`config.mk`:
```
export PLATFORM = sky130hd
export DESIGN_NAME = cordic_entry_ctrl
export DESIGN_NICKNAME = d
export VERILOG_FILES = /design/src/rtl/cordic_entry_ctrl_pkg.sv /design/src/rtl/cordic_entry_ctrl_st_edge.sv /design/src/rtl/cordic_entry_ctrl.sv
export SDC_FILE = /design/constraint.sdc
export NUM_CORES = 1
export LEC_CHECK = 0
export ABC_AREA = 0
export CAP_MARGIN = 20
export CORE_ASPECT_RATIO = 2
export CORE_MARGIN = 1.5
export CORE_UTILIZATION = 40
export CTS_CLUSTER_SIZE = 24
export DETAILED_ROUTE_END_ITERATION = 8
export GPL_TIMING_DRIVEN = 0
export PLACE_DENSITY = 0.75
export SYNTH_ARGS = -nofsm -noshare
export SYNTH_HDL_FRONTEND = slang
export SYNTH_SLANG_ARGS = --single-unit
```
`constraint.sdc`:
```
create_clock -name clk -period 1.7 [get_ports clk]
set_clock_uncertainty 0.15 [all_clocks]
set_input_delay 0.34 -clock clk [delete_from_list [all_inputs] [get_ports clk]]
set_output_delay 0.34 -clock clk [all_outputs]
set_load 0.02 [all_outputs]
```
`src/rtl/cordic_entry_ctrl_pkg.sv`:
```
// Shared definitions for the CORDIC operand-entry controller: widths, state
// encoding, function-code table and small code-classification helpers.
package cordic_entry_ctrl_pkg;

  localparam int W         = 16;
  localparam int FUNC_W    = 4;
  localparam int NUM_FUNCS = 9;

  // Bit k set: function k takes both op1 and op2 (codes 0, 1, 7).
  localparam logic [NUM_FUNCS-1:0] TWO_OP_MASK = 9'b010000011;

  // Q2.14 unity.
  localparam logic [W-1:0] Q_ONE = 16'h4000;

  typedef enum logic [2:0] {
    S_IDLE = 3'd0,
    S_FUNC = 3'd1,
    S_OP1  = 3'd2,
    S_OP2  = 3'd3,
    S_GO   = 3'd4,
    S_RUN  = 3'd5,
    S_SHOW = 3'd6
  } state_e;

  function automatic logic code_valid(input logic [FUNC_W-1:0] code);
    return (int'(code) < NUM_FUNCS);
  endfunction

  // Only meaningful for valid codes; invalid codes report single-operand.
  function automatic logic code_two_op(input logic [FUNC_W-1:0] code);
    logic r;
    r = 1'b0;
    if (code_valid(code)) r = TWO_OP_MASK[code];
    return r;
  endfunction

endpackage

```
`src/rtl/cordic_entry_ctrl_st_edge.sv`:
```
// Step-strobe conditioning: optional 2-flop synchronizer (macro ST_SYNC_EN)
// followed by a rising-edge detector producing a one-cycle stp pulse.
module cordic_entry_ctrl_st_edge (
  input  logic clk,
  input  logic rst_n,
  input  logic st,
  output logic stp
);

`ifdef ST_SYNC_EN
  logic r_sync1;
  logic r_sync2;
  logic r_prev;

  always_ff @(posedge clk or negedge rst_n) begin
    if (!rst_n) begin
      r_sync1 <= 1'b0;
      r_sync2 <= 1'b0;
      r_prev  <= 1'b0;
    end else begin
      r_sync1 <= st;
      r_sync2 <= r_sync1;
      r_prev  <= r_sync2;
    end
  end

  assign stp = r_sync2 & ~r_prev;
`else
  logic r_st_q;

  // st is assumed synchronous to clk here, so the edge can be taken directly.
  always_ff @(posedge clk or negedge rst_n) begin
    if (!rst_n) r_st_q <= 1'b0;
    else        r_st_q <= st;
  end

  assign stp = st & ~r_st_q;
`endif

endmodule

```
`src/rtl/cordic_entry_ctrl.sv`:
```
// Operand-entry FSM for the CORDIC core: steps through function code, op1,
// op2 and go on each st edge, launches the core and shows its result.
// Build option: ST_SYNC_EN adds a 2-flop synchronizer on st.
module cordic_entry_ctrl
  import cordic_entry_ctrl_pkg::*;
(
  input  logic              clk,
  input  logic              rst_n,
  input  logic              st,
  input  logic [W-1:0]      sw_in,
  output logic              core_start,
  output logic [FUNC_W-1:0] core_func,
  output logic [W-1:0]      core_op1,
  output logic [W-1:0]      core_op2,
  input  logic              core_done,
  input  logic [W-1:0]      core_result,
  output logic [W-1:0]      disp_value,
  output logic [2:0]        state_o,
  output logic              err_o
);

  // Handshake: the core samples func/op1/op2 on the cycle core_start is high;
  // these stay stable until the next entry sequence overwrites them. The core
  // answers with a single-cycle core_done carrying core_result, which is only
  // honoured while the FSM is in S_RUN.

  logic              w_stp;
  logic [FUNC_W-1:0] w_code;

  state_e            r_state;
  logic [FUNC_W-1:0] r_func;
  logic [W-1:0]      r_op1;
  logic [W-1:0]      r_op2;
  logic [W-1:0]      r_result;
  logic              r_start;
  logic              r_err;

  cordic_entry_ctrl_st_edge u_st_edge (
    .clk   (clk),
    .rst_n (rst_n),
    .st    (st),
    .stp   (w_stp)
  );

  assign w_code = sw_in[FUNC_W-1:0];

  always_ff @(posedge clk or negedge rst_n) begin
    if (!rst_n) begin
      r_state  <= S_IDLE;
      r_func   <= '0;
      r_op1    <= '0;
      r_op2    <= '0;
      r_result <= '0;
      r_start  <= 1'b0;
      r_err    <= 1'b0;
    end else begin
      r_start <= 1'b0;
      case (r_state)
        S_IDLE: begin
          if (w_stp) r_state <= S_FUNC;
        end
        S_FUNC: begin
          if (w_stp) begin
            r_func <= w_code;
            if (!code_valid(w_code)) begin
              r_err <= 1'b1;
            end else if (code_two_op(w_code)) begin
              r_state <= S_OP1;
            end else begin
              r_op1   <= '0;
              r_state <= S_OP2;
            end
          end
        end
        S_OP1: begin
          if (w_stp) begin
            r_op1   <= sw_in;
            r_state <= S_OP2;
          end
        end
        S_OP2: begin
          if (w_stp) begin
            r_op2   <= sw_in;
            r_state <= S_GO;
          end
        end
        S_GO: begin
          if (w_stp) begin
            r_start <= 1'b1;
            r_state <= S_RUN;
          end
        end
        S_RUN: begin
          // A completion in the same cycle as a step wins; the step is dropped.
          if (core_done) begin
            r_result <= core_result;
            r_state  <= S_SHOW;
          end else if (w_stp) begin
            r_err <= 1'b1;
          end
        end
        S_SHOW: begin
          if (w_stp) r_state <= S_FUNC;
        end
        default: r_state <= S_IDLE;
      endcase
    end
  end

  assign core_start = r_start;
  assign core_func  = r_func;
  assign core_op1   = r_op1;
  assign core_op2   = r_op2;
  assign err_o      = r_err;
  assign state_o    = r_state;
  assign disp_value = (r_state == S_SHOW) ? r_result : sw_in;

endmodule

```
---- Word level (Yosys, flattened, before mapping) ----
Memories as Yosys holds them, arrays and structs flattened.
Cells that the tools add are included.
operators by class
  $lt $le $gt $ge ......................... 2
  muxes and demuxes ....................... 26
  reduce and logical (&&, ||, !) cells .... 10
  equal/unequal tests ..................... 17
  bitwise operators ....................... 2
operators by type and width
  operator                                                                      number
  16-bit two-way mux                                                            5
  16-bit one-hot mux with 2 select lines                                        1
  3-bit two-way mux                                                             7
  3-bit one-hot mux with 6 select lines                                         1
  2-bit by 1-bit != test with 1-bit output, second input constant               6
  1-bit two-way mux                                                             11
  2-bit != test, second input constant                                          5
  5-bit AND reduction                                                           2
  3-bit == test, second input constant                                          3
  7-bit AND reduction                                                           1
  3-bit by 2-bit == test with 1-bit output, second input constant               2
  2-bit AND reduction                                                           3
  4-bit by 5-bit less-than comparator with 1-bit output, second input constant  1
  4-bit less-than comparator, second input constant                             1
  2-bit nonzero test                                                            2
  3-bit by 1-bit == test with 1-bit output, second input constant               1
  3-bit zero test                                                               1
  1-bit one-hot mux with 2 select lines                                         1
  2-bit OR reduction                                                            1
  1-bit AND                                                                     1
  1-bit NOT                                                                     1
storage, ports and cells
  flip-flop bits (word level) ............. 58
  bits in read-only memories .............. 16
  input port bits ......................... 36
  output and inout port bits .............. 57
  memories ................................ 1
  word-level logic and storage cells ...... 66
memory list
  memory           depth  bits a word  read ports  clocked after memory_dff  write ports  RTL line                     text
  (no name shown)  16     1            1           0                         0            cordic_entry_ctrl_pkg.sv:33  if (code_valid(code)) r = TWO_OP_MASK[code];

---- Logic depth before layout (Yosys ltp) ----
  word-level depth ........................ 9
  gate-level depth with buffers ........... 7
  mapped depth without buffers ............ 4

---- Modules after synthesis ----
From an unflattened synthesis, not the netlist that was laid out.
second synthesis, totals
  cell total of the unflattened synthesis .. 189
  area, all modules ....................... 2691.3 µm²
by module, submodules not included
  module                     cells an instance  instances  seq. area each (µm²)  area an instance (µm²)
  cordic_entry_ctrl          187                1          1426.4                2652.5
  cordic_entry_ctrl_st_edge  2                  1          25.0                  38.8

---- Least setup slack after synthesis ----
Ideal clock, no wire load.
  kind .................................... flip-flop to output port
  from .................................... register r_state[0] (netlist: state_o[0])
  to ...................................... output port disp_value[10]
  buffers on the path ..................... 2
  arrival time ............................ 1555 ps
  data required time ...................... 1210 ps
  cell stages (with the launch flop) ...... 6
  slack ................................... -345 ps
  path through ............................ dfrtp_1 > buf_4 > inv_1 > nand3_1 > buf_2 > mux2_2
between the ends
  word-level cells in the longest chain between the ends .. 2
RTL lines
  item                    RTL line                  text
  start, declared         cordic_entry_ctrl.sv:30   state_e r_state;
  start signal, assigned  cordic_entry_ctrl.sv:49   r_state <= S_IDLE;
  start signal, assigned  cordic_entry_ctrl.sv:60   if (w_stp) r_state <= S_FUNC;
  start signal, assigned  cordic_entry_ctrl.sv:68   r_state <= S_OP1;
  3-bit == test           cordic_entry_ctrl.sv:116  assign disp_value = (r_state == S_SHOW) ? r_result : sw_in;
  16-bit two-way mux      cordic_entry_ctrl.sv:116
  end, declared           cordic_entry_ctrl.sv:17   output logic [W-1:0] disp_value,
Every way passes these cells.

---- Worst setup path after layout ----
  from .................................... register r_state[2] (netlist: state_o[2])
  to ...................................... output port disp_value[1]
Same word-level chain as after synthesis.

==> impl_metrics.py <==
metrics = {
    "run_status": {
        "status": "finished, violations left",
        "violations": "setup timing",
    },
    "setup_path": {
        "cp-end-kind": "primary output",
        "startpoint_type": "register",
        "worstPathRequired_ps": 1210,
        "critPathMaxFanout": 6,
        "path_cells": "buf_8 > nand3_4 > buf_12 > mux2_4 > buf_6",
        "slowest_delay_ps": 440,
        "crit_type": "reg2out",
        "cp_slowest_cell": "dfrtp_2",
        "worst_ep_arrival_time_ps": 1670,
    },
    "sta": {
        "timing.final.hold_violations": 0,
        "worst_slew_pin_slew_ps": 623,
        "fin_tns_setup_ps": -17430,
        "rsz0062_at_grt": "true",
        "setup-violations-final": 67,
        "fmax_ghz": 0.463,
        "period_needed_ps": 2160,
        "worst_slack_ps": -458,
        "drv_slew": 0,
        "layout_worst_path_cycle_share": 1.27,
        "relSlewSlack": 0.581,
    },
    "grt": {
        "antenna_found_initial": 0,
        "overflow": 0,
        "grt_max_degree": 40,
        "grt_usage": 0.245,
        "grt_pass1_vias": 2328,
        "grt_pass1_wl_um": 12300,
    },
    "clock_network": {
        "cts_tree": "yes",
        "cts_root_buf": "clkbuf_16",
        "clock_path_buffers": 2,
        "htree_levels": 3,
        "cts.clk_slew.worst_paths_ps": 50,
        "cts_buffers": 9,
        "worstSkewPairLatency_ps": 330,
        "cts.sinks": 58,
    },
    "placement": {
        "place_ws_ps": -835,
        "place.port_buffers": 92,
        "place_hpwl_um": 4980,
        "gp_congestion": 0.828,
    },
    "yosys": {
        "synth_cells": 204,
        "synth_edf_count": 0,
        "yosysSeqAreaShare": 0.553,
        "synth_area_mm2": 0.00263,
        "synth-main-ff-cell": "dfrtp_1",
        "synthAdderAreaFrac": 0,
        "synth_top_family_by_area": "multiplexers",
        "synth-simple-area-share": 0.0743,
        "async_flop_share": 1.00,
        "syn_avg_cell_area_um2": 12.9,
        "netlist.area_leader.share": 0.553,
        "synth_compound_area_frac": 0.0367,
        "syn-num-nets": 240,
        "ys_top_cells_by_area": "dfrtp_1 (55%), mux2_2 (23%), mux2i_1 (5.7%)",
        "synth_xor_area_frac": 0,
        "synthMuxAreaShare": 0.289,
        "yosysTopAreaCell": "dfrtp_1",
        "synth-seq-cells": 58,
        "yosysUniqueCellTypes": 29,
        "yosysWarnings": 0,
    },
    "power_and_ir_drop": {
        "ir_drop_v": 0.00121,
        "combinationalPowerShare": 0.464,
        "p_switching_w": 0.00284,
        "swShare": 0.350,
        "power.internal_w": 0.00528,
        "power_frac_clock": 0.239,
        "seqPwrFrac": 0.298,
        "power_density_mw_per_mm2": 1760,
        "p_leak_nw": 2.30,
    },
    "die": {
        "pin_count": 93,
        "die_w_um": 60.3,
        "coreArea_mm2": 0.00631,
        "start_util": 0.416,
        "rows": 41,
        "die_h_um": 118,
        "fp.dieArea_mm2": 0.00709,
    },
    "detailed_routing": {
        "drt-wirelength-per-cell_um": 19.7,
        "via_per_inst": 5.02,
        "drtIter0Drc": 107,
        "finalWirelength_um": 8450,
        "firstDrtPassIters": 4,
        "drc": 0,
        "ant_nets": 0,
        "num_vias": 2157,
    },
    "hold_path": {
        "worstHoldPathType": "in2reg",
    },
    "finish": {
        "nets": 375,
        "area_delta_synth_final_pct": 76.1,
        "layout-drive-gt1-share": 0.430,
        "n_antenna_cell": 0,
    },
    "run": {
        "cap_violations": 0,
    },
}
## cell usage in the layout (no fill, tap or decap), drive strengths merged, types with 2 or more instances in the layout
| cell type | n |
|---|---|
| nand3 | 2 |
| mux2 | 54 |
| mux2i | 15 |
| clkbuf | 15 |
| clkdlybuf4s50 | 31 |
| nand2b | 3 |
| nor3 | 3 |
| buf | 55 |
| o21ai | 4 |
| inv | 16 |
| clkinv | 2 |
| dlygate4sd2 | 43 |
| nor2 | 8 |
| dfrtp | 58 |
| nand2 | 17 |
| bufinv | 2 |
| and3 | 3 |
## flip-flops by register name, indices dropped and copies added (netlist names)
register / cells
core_op2: 16
err_o: 1
state_o: 3
core_start: 1
core_func: 4
u_st_edge.r_st_q: 1
r_result: 16
core_op1: 16
## cell families after synthesis
logic type,count (synthesis)
mux,69
buf+inv,26
flops,58
compound gates,11
simple gates,40
## what timing repair did
item | in CTS | in global routing
hold buffers | 1 | 0
gates resized for setup | 161 | 35
endpoints found under the hold margin | 19 | 0
pin swaps | 5 | 9
setup endpoints to repair | 100 | 67
buffers inserted | 18 | 13
gates cloned | 3 | 2
## layout make-up
class / instances / area (µm²)
inverters: 16 / 67.6
clock inverters: 5 / 77.6
well taps: 86 / 108
clock buffers: 11 / 243
plain buffers: 7 / 119
repair buffers: 127 / 1350
flip-flops and latches: 58 / 1460
fillers: 431 / 1690
multi-input cells: 120 / 1200
## metal layers
layer	up-vias	wire length, µm	global-route usage
met1	1076	2810	0.246
li1	973	-	-
met3	31	300	0.0516
met4	0	411	0.147
met5	-	0	0
met2	77	4920	0.430
## metrics by stage
stage | area, µm² | utilization | power (W) | instances | hold slack [ps]
after floorplan | 2740 | - | 0.00422 | 204 | -106
after global placement | 3770 | 0.598 | 0.00560 | 382 | 316
after detailed placement | 3790 | 0.600 | 0.00569 | 383 | 180
after CTS | 4450 | 0.705 | 0.00775 | 421 | 337
after global routing | 4620 | 0.733 | 0.00847 | 430 | 359
final | 4620 | 0.733 | 0.00812 | 430 | 347
## synthesized netlist by cell type (2+ instances only)
library cell	count
and3_1	2
buf_2	4
buf_4	3
clkbuf_1	2
dfrtp_1	58
inv_1	16
mux2_2	54
mux2i_1	15
nand2_1	17
nand2b_1	3
nor2_1	7
nor3_1	3
o21ai_0	4
## power by group through the flow
stage / Sequential [W] / Clock [W] / Combinational [W]
after global routing: 0.00249 / 0.00202 / 0.00397
after detailed placement: 0.00241 / 0 / 0.00328
after CTS: 0.00238 / 0.00196 / 0.00341
final: 0.00242 / 0.00194 / 0.00377
after floorplan: 0.00293 / 0 / 0.00129
after global placement: 0.00238 / 0 / 0.00322
## worst paths after layout
check                                  from       endpoint  slack [ps]  depth (start not counted)
min in group asynchronous             rst_n   r_result[15]         370                          2
worst max register to register   state_o[0]   core_op1[15]        -380                          8
worst min-delay path               sw_in[0]    core_op1[0]         350                          3
worst max-delay path             state_o[2]  disp_value[1]        -460                          5
worst min register to register  core_op2[7]    core_op2[7]         350                          1
max in group asynchronous             rst_n    r_result[3]         450                          3
## critical path: cells and delay by family (launching register included)
kind          cells  cell delay, ps
simple gates      1             150
flops             1             440
buf+inv           3             440
mux               1             310
(Power assumes the default switching activity.)
